**src/rtl/leb128_u32_stream_pkg.sv**
```systemverilog
`default_nettype none
// leb128_u32_stream_pkg: shared LEB128 u32 constants, word record and overflow helper.
// Revision 1.0
package leb128_u32_stream_pkg;

  localparam int LEB128_U32_MAX_LEN = 5;
  localparam int LEB128_CONT_BIT    = 7;
  localparam int LEB128_PAYLOAD_W   = 7;
  localparam int LEB128_LEN_W       = 3;

  typedef struct packed {
    logic [31:0]             data;
    logic [LEB128_LEN_W-1:0] len;
    logic                    err;
  } leb128_word_t;

  // Fifth byte may carry only 4 payload bits and must terminate the word.
  function automatic logic leb128_u32_overflow(input logic [7:0] last);
    return last[LEB128_CONT_BIT] | (|last[6:4]);
  endfunction

endpackage
`default_nettype wire

```
**src/rtl/leb128_u32_stream_unpack.sv**
```systemverilog
`default_nettype none
// unpack_u32: combinational unsigned LEB128 decode of a 5-byte window into value and length.
// Revision 1.0
module unpack_u32
  import leb128_u32_stream_pkg::*;
(
  input  logic [LEB128_U32_MAX_LEN-1:0][7:0] win,
  output logic [31:0]                        value,
  output logic [LEB128_LEN_W-1:0]            len
);

  always_comb begin
    len = LEB128_LEN_W'(LEB128_U32_MAX_LEN);
    // Descending scan so the lowest terminator wins; no terminator in 4 bytes means 5.
    for (int k = LEB128_U32_MAX_LEN - 2; k >= 0; k--) begin
      if (!win[k][LEB128_CONT_BIT]) len = LEB128_LEN_W'(k + 1);
    end
    value = '0;
    for (int k = 0; k < LEB128_U32_MAX_LEN; k++) begin
      if (LEB128_LEN_W'(k) < len)
        value = value | (32'(win[k][LEB128_PAYLOAD_W-1:0]) << (LEB128_PAYLOAD_W * k));
    end
  end

endmodule
`default_nettype wire

```
**src/rtl/leb128_u32_stream.sv**
```systemverilog
`default_nettype none
// leb128_u32_stream: valid/ready byte window feeding unpack_u32, one decoded u32 per word.
// Optional overflow flag via LEB128_U32_ERR_CHECK_EN. Revision 1.0
module leb128_u32_stream
  import leb128_u32_stream_pkg::*;
#(
  parameter int DEPTH = 8
) (
  input  logic        clk,
  input  logic        rst,
  input  logic [7:0]  s_data,
  input  logic        s_valid,
  output logic        s_ready,
  output logic [31:0] m_data,
  output logic [2:0]  m_len,
  output logic        m_err,
  output logic        m_valid,
  input  logic        m_ready
);

  localparam int CNT_W = $clog2(DEPTH + 1);

  logic [DEPTH-1:0][7:0]                 byte_buf;
  logic [DEPTH-1:0][7:0]                 buf_shifted;
  logic [DEPTH-1:0][7:0]                 buf_next;
  logic [CNT_W-1:0]                      cnt;
  logic [CNT_W-1:0]                      cnt_next;
  logic [CNT_W-1:0]                      shift;
  logic [CNT_W-1:0]                      wr_idx;
  logic [LEB128_U32_MAX_LEN-1:0][7:0]    win;
  logic [31:0]                           dec_val;
  logic [LEB128_LEN_W-1:0]               dec_len;
  logic                                  complete;
  logic                                  push;
  logic                                  pop;
  leb128_word_t                          word;

  // Slots beyond cnt read as zero so stale bytes never reach the decoder.
  always_comb begin
    for (int k = 0; k < LEB128_U32_MAX_LEN; k++) begin
      win[k] = (CNT_W'(k) < cnt) ? byte_buf[k] : 8'h00;
    end
  end

  unpack_u32 u_unpack (
    .win   (win),
    .value (dec_val),
    .len   (dec_len)
  );

  // A zero-filled slot can look like a terminator; only real bytes complete a word.
  assign complete = (CNT_W'(dec_len) <= cnt);

  assign word.data = dec_val;
  assign word.len  = dec_len;
`ifdef LEB128_U32_ERR_CHECK_EN
  assign word.err  = complete && (dec_len == LEB128_LEN_W'(LEB128_U32_MAX_LEN)) &&
                     leb128_u32_overflow(win[LEB128_U32_MAX_LEN-1]);
`else
  assign word.err  = 1'b0;
`endif

  assign m_valid = complete;
  assign m_data  = word.data;
  assign m_len   = word.len;
  assign m_err   = word.err;

  assign s_ready = !rst && (cnt < CNT_W'(DEPTH));
  assign push    = s_valid && s_ready;
  assign pop     = m_valid && m_ready;

  assign shift    = pop ? CNT_W'(dec_len) : '0;
  assign wr_idx   = cnt - shift;
  assign cnt_next = cnt - shift + CNT_W'(push);

  assign buf_shifted = byte_buf >> {shift, 3'b000};

  always_comb begin
    buf_next = buf_shifted;
    for (int j = 0; j < DEPTH; j++) begin
      if (push && (wr_idx == CNT_W'(j))) buf_next[j] = s_data;
    end
  end

  always_ff @(posedge clk) begin
    if (rst) begin
      byte_buf <= '0;
      cnt      <= '0;
    end else begin
      byte_buf <= buf_next;
      cnt      <= cnt_next;
    end
  end

endmodule
`default_nettype wire

```
**config.mk**
```make
export PLATFORM = sky130hd
export DESIGN_NAME = leb128_u32_stream
export DESIGN_NICKNAME = d
export VERILOG_FILES = /design/src/rtl/leb128_u32_stream_pkg.sv /design/src/rtl/leb128_u32_stream_unpack.sv /design/src/rtl/leb128_u32_stream.sv
export SDC_FILE = /design/constraint.sdc
export NUM_CORES = 1
export LEC_CHECK = 0
export ABC_CLOCK_PERIOD_IN_PS = 5350
export CORE_MARGIN = 2
export CORE_UTILIZATION = 38
export CTS_CLUSTER_DIAMETER = 150
export CTS_CLUSTER_SIZE = 12
export DETAILED_ROUTE_END_ITERATION = 10
export GPL_ROUTABILITY_DRIVEN = 0
export PLACE_DENSITY = 0.61
export SYNTH_ARGS = -nofsm -noshare
export SYNTH_HDL_FRONTEND = slang
export SYNTH_SLANG_ARGS = --single-unit
```
**constraint.sdc**
```tcl
create_clock -name clk -period 5.35 [get_ports clk]
set_clock_uncertainty 0.05 [all_clocks]
set_input_delay 0.535 -clock clk [delete_from_list [all_inputs] [get_ports clk]]
set_output_delay 0.535 -clock clk [all_outputs]
set_load 0.005 [all_outputs]
```
# ---- Word level (Yosys, flattened, before mapping)
# Index checks and enable logic that the tools add are counted.
dict set report classes {
  add_sub_neg 2
  eq_ne 7
  n_mux 23
  reduce_logical 13
  shift 1
  magnitude_cmp 12
  n_bitwise 4
}
# cell n
set op_table {}
lappend op_table {{32-bit two-way mux} 4}
lappend op_table {{8-bit two-way mux} 12}
lappend op_table {{64-bit by 6-bit right shift with 64-bit output} 1}
lappend op_table {{32-bit by 21-bit bitwise OR with 32-bit output} 1}
lappend op_table {{32-bit by 28-bit bitwise OR with 32-bit output} 1}
lappend op_table {{32-bit bitwise OR} 1}
lappend op_table {{4-bit by 3-bit == test with 1-bit output, second input constant} 4}
lappend op_table {{7-bit by 14-bit bitwise OR with 14-bit output} 1}
lappend op_table {{3-bit two-way mux} 4}
lappend op_table {{1-bit logical AND} 11}
lappend op_table {{4-bit by 2-bit == test with 1-bit output, second input constant} 2}
lappend op_table {{1-bit by 4-bit < comparator with 1-bit output, first input constant} 2}
lappend op_table {{2-bit by 4-bit < comparator with 1-bit output, first input constant} 2}
lappend op_table {{7-bit two-way mux} 1}
lappend op_table {{1-bit by 3-bit < comparator with 1-bit output, first input constant} 2}
lappend op_table {{2-bit by 3-bit < comparator with 1-bit output, first input constant} 2}
lappend op_table {{4-bit by 1-bit adder with 4-bit output} 1}
lappend op_table {{4-bit by 1-bit == test with 1-bit output, second input constant} 1}
lappend op_table {{3-bit by 4-bit less-or-equal comparator with 1-bit output} 1}
lappend op_table {{4-bit zero test} 1}
lappend op_table {{3-bit by 4-bit < comparator with 1-bit output, first input constant} 1}
lappend op_table {{4-bit < comparator, second input constant} 1}
lappend op_table {{4-bit two-way mux} 1}
lappend op_table {{4-bit by 3-bit subtractor with 4-bit output} 1}
lappend op_table {{other kinds (3)} 3}
dict set report word_totals {
  word_cells 71
  input_bits 12
  output_inout_bits 38
  reg_bits 68
}

# ---- Longest topological paths before layout
# Gate-level depths: netlist (run 1).
dict set report logic_depth {
  word_depth 16
  depth_mapped 23
  mapped_depth_nobuf 17
}

# ---- Hierarchy
# Synthesis (run 1) repeated with hierarchy kept, for this count alone.
dict set report hier_totals {
  hier_cells 677
  hier_area_um2 5011.1
}
# module n_inst cells_each area_each_um2 seq_area_each_um2
set by_module_without_submodules {}
lappend by_module_without_submodules {leb128_u32_stream 1 636 4774.6 1361.3}
lappend by_module_without_submodules {unpack_u32 1 41 236.5 0.0}

# ---- Worst setup path after synthesis (run 1)
# OpenSTA, ideal clock, no wires.
dict set report synth_timing {
  path_type {reg-to-reg}
  start {register cnt[0]}
  end {register byte_buf[12] in the netlist's numbering}
  period_less_slack_ns 4.820
  setup_time_ns 0.086
  path_buffers 4
  path_stages_with_launch 20
  required_ns 5.214
  path_slack_ns 0.530
  t_arrival_ns 4.684
  cell_sequence {dfxtp_1 -> or3_4 -> a31o_2 -> buf_2 -> nand2_2 -> inv_2 -> buf_4 -> ha_1 -> nand2b_1 -> a21o_1 -> o21ai_1 -> nor2_2 -> inv_2 -> buf_2 -> fa_1 -> clkbuf_1 -> a2111oi_1 -> nand2_1 -> a21o_1 -> o221ai_1}
}
dict set report synth_between {
  elab_chain_len 13
  word_cells_on_any_way 23
  classes_between {add/sub: 1; order compare: 6; eq/ne: 1; shift: 1; mux: 10; reduce/logical: 4}
}
# element line_no
set synth_rtl {}
lappend synth_rtl {{start, declared} leb128_u32_stream.sv:26} ;# logic [CNT_W-1:0] cnt;
lappend synth_rtl {{start signal, assigned} leb128_u32_stream.sv:91} ;# cnt <= cnt_next;
lappend synth_rtl {{2-bit by 4-bit < comparator with 1-bit output} leb128_u32_stream.sv:41} ;# win[k] = (CNT_W'(k) < cnt) ? byte_buf[k] : 8'h00;
lappend synth_rtl {{8-bit two-way mux} leb128_u32_stream.sv:41}
lappend synth_rtl {{1-bit two-way mux} leb128_u32_stream_unpack.sv:16} ;# if (!win[k][LEB128_CONT_BIT]) len = LEB128_LEN_W'(k + 1);
lappend synth_rtl {{3-bit two-way mux (2 in a row)} leb128_u32_stream_unpack.sv:16}
lappend synth_rtl {{3-bit two-way mux (*)} leb128_u32_stream_unpack.sv:16}
lappend synth_rtl {{via m_len[0]} leb128_u32_stream.sv:15} ;# output logic [2:0] m_len,
lappend synth_rtl {{3-bit by 4-bit less-or-equal comparator with 1-bit output} leb128_u32_stream.sv:52} ;# assign complete = (CNT_W'(dec_len) <= cnt);
lappend synth_rtl {{1-bit logical AND} leb128_u32_stream.sv:70} ;# assign pop = m_valid && m_ready;
lappend synth_rtl {{3-bit two-way mux (*)} leb128_u32_stream.sv:72} ;# assign shift = pop ? CNT_W'(dec_len) : '0;
lappend synth_rtl {{4-bit by 3-bit subtractor with 4-bit output} leb128_u32_stream.sv:73} ;# assign wr_idx = cnt - shift;
lappend synth_rtl {{4-bit by 1-bit == test with 1-bit output} leb128_u32_stream.sv:81} ;# if (push && (wr_idx == CNT_W'(j))) buf_next[j] = s_data;
lappend synth_rtl {{1-bit logical AND} leb128_u32_stream.sv:81}
lappend synth_rtl {{8-bit two-way mux (*)} leb128_u32_stream.sv:81}
lappend synth_rtl {{end signal, assigned} leb128_u32_stream.sv:90} ;# byte_buf <= buf_next;
lappend synth_rtl {{end, declared} leb128_u32_stream.sv:23} ;# logic [DEPTH-1:0][7:0] byte_buf;
# Mark *: on every way through the listed nets, which the timed path passes. The rest lies on a longest branch.
# A chain may end at the register's enable or synchronous reset.

# ---- Final worst setup path (run 1)
dict set report layout_timing {
  start {register cnt[1]}
  end {register byte_buf[47] in the netlist's numbering}
}
dict set report layout_between {
  elab_chain_len 13
  word_cells_on_any_way 23
  classes_between {add/sub: 1; order compare: 6; eq/ne: 1; shift: 1; mux: 10; reduce/logical: 4}
}
# element line_no
set layout_rtl {}
lappend layout_rtl {{2-bit by 4-bit < comparator with 1-bit output} leb128_u32_stream.sv:41}
lappend layout_rtl {{8-bit two-way mux} leb128_u32_stream.sv:41}
lappend layout_rtl {{1-bit two-way mux} leb128_u32_stream_unpack.sv:16}
lappend layout_rtl {{3-bit two-way mux (3 in a row)} leb128_u32_stream_unpack.sv:16}
lappend layout_rtl {{3-bit by 4-bit less-or-equal comparator with 1-bit output} leb128_u32_stream.sv:52}
lappend layout_rtl {{1-bit logical AND} leb128_u32_stream.sv:70}
lappend layout_rtl {{3-bit two-way mux} leb128_u32_stream.sv:72}
lappend layout_rtl {{4-bit by 3-bit subtractor with 4-bit output} leb128_u32_stream.sv:73}
lappend layout_rtl {{4-bit by 3-bit == test with 1-bit output} leb128_u32_stream.sv:81}
lappend layout_rtl {{1-bit logical AND} leb128_u32_stream.sv:81}
lappend layout_rtl {{8-bit two-way mux (*)} leb128_u32_stream.sv:81}
# Every way passes the cells marked *; elsewhere a longest branch is shown, timed or not.

==> summary.md, run 1 <==
| Metric | Value |
|---|---|
| Status | `finished clean` |
| Post-CTS sizing | `0` |
| Post-CTS Setup Inserts | `0` |
| Final HPWL DP | `around 12000 microns` |
| Cell Pwr Density | `370 mW/mm^2` |
| Hold/Removal Path Class | `reg -> reg` |
| RSZ-0062 raised after global routing | `no` |
| Synth unique cells | `just under 70` |
| Fin crit share | `93.7%` |
| Skew-Pair Late Insertion Delay | `between 0.3 and 0.4 ns` |
| ANT cells | `0` |
| Syn Area/Cell | `approximately 8.3 sq um` |
| Max Freq | `~0.20 GHz` |
| First-pass GRT wire length | `roughly 26000 microns` |
| Commonest cells after routing, fill and taps aside | `68 x dfxtp_1, 51 x nor2_1, 47 x clkdlybuf4s50_1` |
| Routed WL | `between 15000 and 20000 microns` |
| Reg2reg start | `cnt[1]$_SDFF_PP0_` |
| Hold path depth | `2` |
| CP bufs+invs | `4` |
| Total gr overflow | `0` |
| Initial core utilization | `38.5%` |
| Wire per inst | `21.1 microns` |
| Worst VDD drop | `roughly 0.21 mV` |
| Seq cells post-synth | `68` |
| FF-to-FF path depth | `19` |
| Core ar. | `between 0.01 and 0.015 sq mm` |
| LEAKAGE | `approximately 2.1 nW` |
| Initial DRC count | `roughly 670` |
| Fin crit period | `about 5.0 ns` |
| Die ar. | `roughly 0.014 sq mm` |
| Reg2reg setup slack | `0.34 ns` |
| Startpoint Class | `flop` |
| Final core occ | `between 40% and 50%` |
| Synth area leader | `dfxtp_1` |
| Top-area cell type share of the netlist area | `28.2%` |
| Mapped Cells | `578` |
| Worst Path Required | `5.48 ns` |
| Worst EP arrival | `a little over 5 ns` |
| Hold worst-path end | `byte_buf[48]$_SDFF_PP0_` |
| Fin Setup TNS | `0 ns` |
| Crit path max fanout | `16` |
| Nets | `~640` |
| Worst r2r dst | `byte_buf[47]$_SDFF_PP0_` |
| Ranking of synthesized cells by area | `dfxtp_1 28%, mux2i_1 8.7%, nor2_1 4.0%, mux2_2 3.5%, and2_1 3.4%` |
| IO Count | `50` |
| CTS tree | `built` |
| Clock buffer depth | `2` |
| Die Y | `approximately 120 microns` |
| Finished Cell Area | `0.00580 sq mm` |
| Delay-heaviest family, CP | `compound AO/OA/AOI/OAI gates` |
| CTS Buf Count | `9` |
| Routed Antenna Nets | `0` |
| CP max stage cell | `o21ai_1` |
| Origin of the worst min-delay path | `byte_buf[48]$_SDFF_PP0_` |
| Max_cap viols | `0` |
| Vias per inst | `approximately 6.2` |
| Pin count of the biggest net entering global routing | `59` |
| Fin. max-slew vios | `0` |
| Crit. End Element | `flop` |
| CP Cell Sequence | `o31ai_2 -> a31o_4 -> nand2_2 -> inv_2 -> ha_1 -> nand3_1 -> o21ai_0 -> o21ai_2 -> buf_4 -> nor2_2 -> inv_2 -> ha_1 -> nor2b_1 -> o31ai_1 -> and2_1 -> nor4_2 -> buf_4 -> o21ai_1 -> nor3_1` |
| Hold Violations, Final | `0` |
| Post-synth EDFFs | `0` |
| CP peak stage delay | `roughly 0.55 ns` |
| Pre-CTS setup slack | `~0.33 ns` |
| Chip width | `about 120 microns` |
| Sequential-to-total area share from yosys stat | `between 20 and 30%` |
| Row cnt | `41` |
| Worst Hold Slack | `between 0.4 and 0.5 ns` |
| Setup ws final | `0.339 ns` |
| Root Driver | `clkbuf_16` |
| Initial antenna violation count | `0` |
| First-pass iteration count of the detailed router | `6` |
| Syn Std Cell Area | `just under 0.005 sq mm` |
| Total GRT Usage | `between 20% and 30%` |
| Buffers added on ports | `48` |
| Critical path type | `reg -> reg` |
| Layout cells sized above 1 | `roughly 14%` |
| Post-synth ARST share | `0%` |
| CTS sink cnt | `a little under 70` |
| Syn Nets | `599` |
| Main flop type after synthesis | `dfxtp_1` |
| CTS clk-pin slew, worst paths | `roughly 0.060 ns` |
| Residual DRC | `0` |
| Placed Area | `between 0.005 and 0.006 sq mm` |
| # setup viols final | `0` |
| H-tree depth | `3` |
| Slew @ Worst Pin | `1.02 ns` |
| Syn-to-layout area delta | `20.3%` |
| Syn. warnings | `0` |
| Most common cell after layout, fill and taps aside | `dfxtp_1` |
| Vias in the first global route | `between 4000 and 5000` |
| Relative slew slack | `31.8%` |
| Hold_buf cts | `0` |
| Via count | `approximately 4900` |
[kinds of logic after synthesis]
| logic type | after synthesis | share of synthesized area, % |
|---|---|---|
| buffers and inverters | 60 | 6.39 |
| multiplexers | 57 | 12.2 |
| AO/OA/AOI/OAI | 179 | 28.8 |
| adder cells (fa/ha/maj) | 9 | 2.49 |
| other | 1 | 0.0778 |
| AND/OR/NAND/NOR | 201 | 21.3 |
| flip-flops | 68 | 28.2 |
| XOR/XNOR | 3 | 0.545 |
[worst max-delay path by stage]
stage	cells past startpoint	slack, ns	endpoint	start
5_1_grt	15	0.001	byte_buf[13]$_SDFFE_PP0P_	cnt[1]$_SDFF_PP0_
3_3_place_gp	18	0.49	byte_buf[14]$_SDFFE_PP0P_	cnt[1]$_SDFF_PP0_
3_5_place_dp	17	0.33	byte_buf[13]$_SDFFE_PP0P_	cnt[1]$_SDFF_PP0_
2_1_floorplan	19	0.53	byte_buf[12]$_SDFFE_PP0P_	cnt[0]$_SDFF_PP0_
6_report	19	0.34	byte_buf[47]$_SDFF_PP0_	cnt[1]$_SDFF_PP0_
4_1_cts	19	0.27	byte_buf[47]$_SDFF_PP0_	cnt[1]$_SDFF_PP0_
[per-stage QoR]
| stage | cells | total power [W] |
|---|---|---|
| 3_5_place_dp | 779 | 0.00147 |
| 3_3_place_gp | 779 | 0.00145 |
| 5_1_grt | 795 | 0.00224 |
| 2_1_floorplan | 578 | 0.00125 |
| 6_report | 795 | 0.00214 |
| 4_1_cts | 795 | 0.00213 |
[cell type report]
cell class / count / area [sq um]
Clock buffer: 10 / 239
Clock inverter: 6 / 87.6
Fill cell: 1252 / 6720
Inverter: 15 / 56.3
Multi-Input combinational cell: 450 / 3170
Sequential cell: 68 / 1360
Tap cell: 172 / 215
Timing Repair Buffer: 74 / 671
[state kept, by name (all words and copies together), names as in the netlist]
name / count
byte_buf: 64
cnt: 4
[cell usage after synthesis (4+ instances only)]
master / n
a21o_1: 9
buf_6: 5
dfxtp_1: 68
o221ai_1: 9
a311oi_1: 7
mux2_2: 15
inv_2: 4
a211oi_1: 18
clkbuf_1: 21
nand3b_1: 4
o32ai_1: 6
and2_1: 26
buf_1: 5
a22oi_1: 18
o211ai_1: 7
nor2_1: 51
a21oi_1: 22
ha_1: 8
nor2b_1: 18
o21ai_0: 13
o21a_1: 8
buf_2: 6
o21ai_1: 9
inv_1: 11
a22o_1: 16
mux2i_1: 42
nand3_1: 28
nor3_1: 8
a221oi_1: 6
nand2_1: 41
a221o_1: 8
a222oi_1: 5
[per-layer routing]
layer	wire, microns	vias to the layer above	track usage, %
li1	-	2258	-
met1	7390	2315	35.3
met5	0	-	0
met3	1480	38	4.72
met4	333	0	8.16
met2	7550	284	37.5
[power breakdown]
| part | switching [W] | internal [W] | total, W |
|---|---|---|---|
| combinational | 0.000499 | 0.000325 | 0.000824 |
| sequential | 0.0000895 | 0.000569 | 0.000658 |
| clock | 0.000241 | 0.000421 | 0.000662 |
[worst reg2reg max path, cell delays in order (launching register included)]
cell,delay [ns]
dfxtp_1,0.42
o31ai_2,0.50
a31o_4,0.29
nand2_2,0.20
inv_2,0.34
ha_1,0.31
nand3_1,0.06
o21ai_0,0.17
o21ai_2,0.22
buf_4,0.25
nor2_2,0.06
inv_2,0.19
ha_1,0.33
nor2b_1,0.17
o31ai_1,0.09
and2_1,0.24
nor4_2,0.05
buf_4,0.18
o21ai_1,0.55
nor3_1,0.16
(Power assumes the default switching activity.)
==> run 2, diff against run 1 <==
--- a/config.mk
+++ b/config.mk
@@ -12,6 +12,7 @@
 export CTS_CLUSTER_SIZE = 12
 export DETAILED_ROUTE_END_ITERATION = 10
 export GPL_ROUTABILITY_DRIVEN = 0
+export HOLD_SLACK_MARGIN = 0.1
 export PLACE_DENSITY = 0.61
 export SYNTH_ARGS = -nofsm -noshare
 export SYNTH_HDL_FRONTEND = slang
==> results of run 2 <==
Final layout, timing and power as in run 1 (identical DEF).
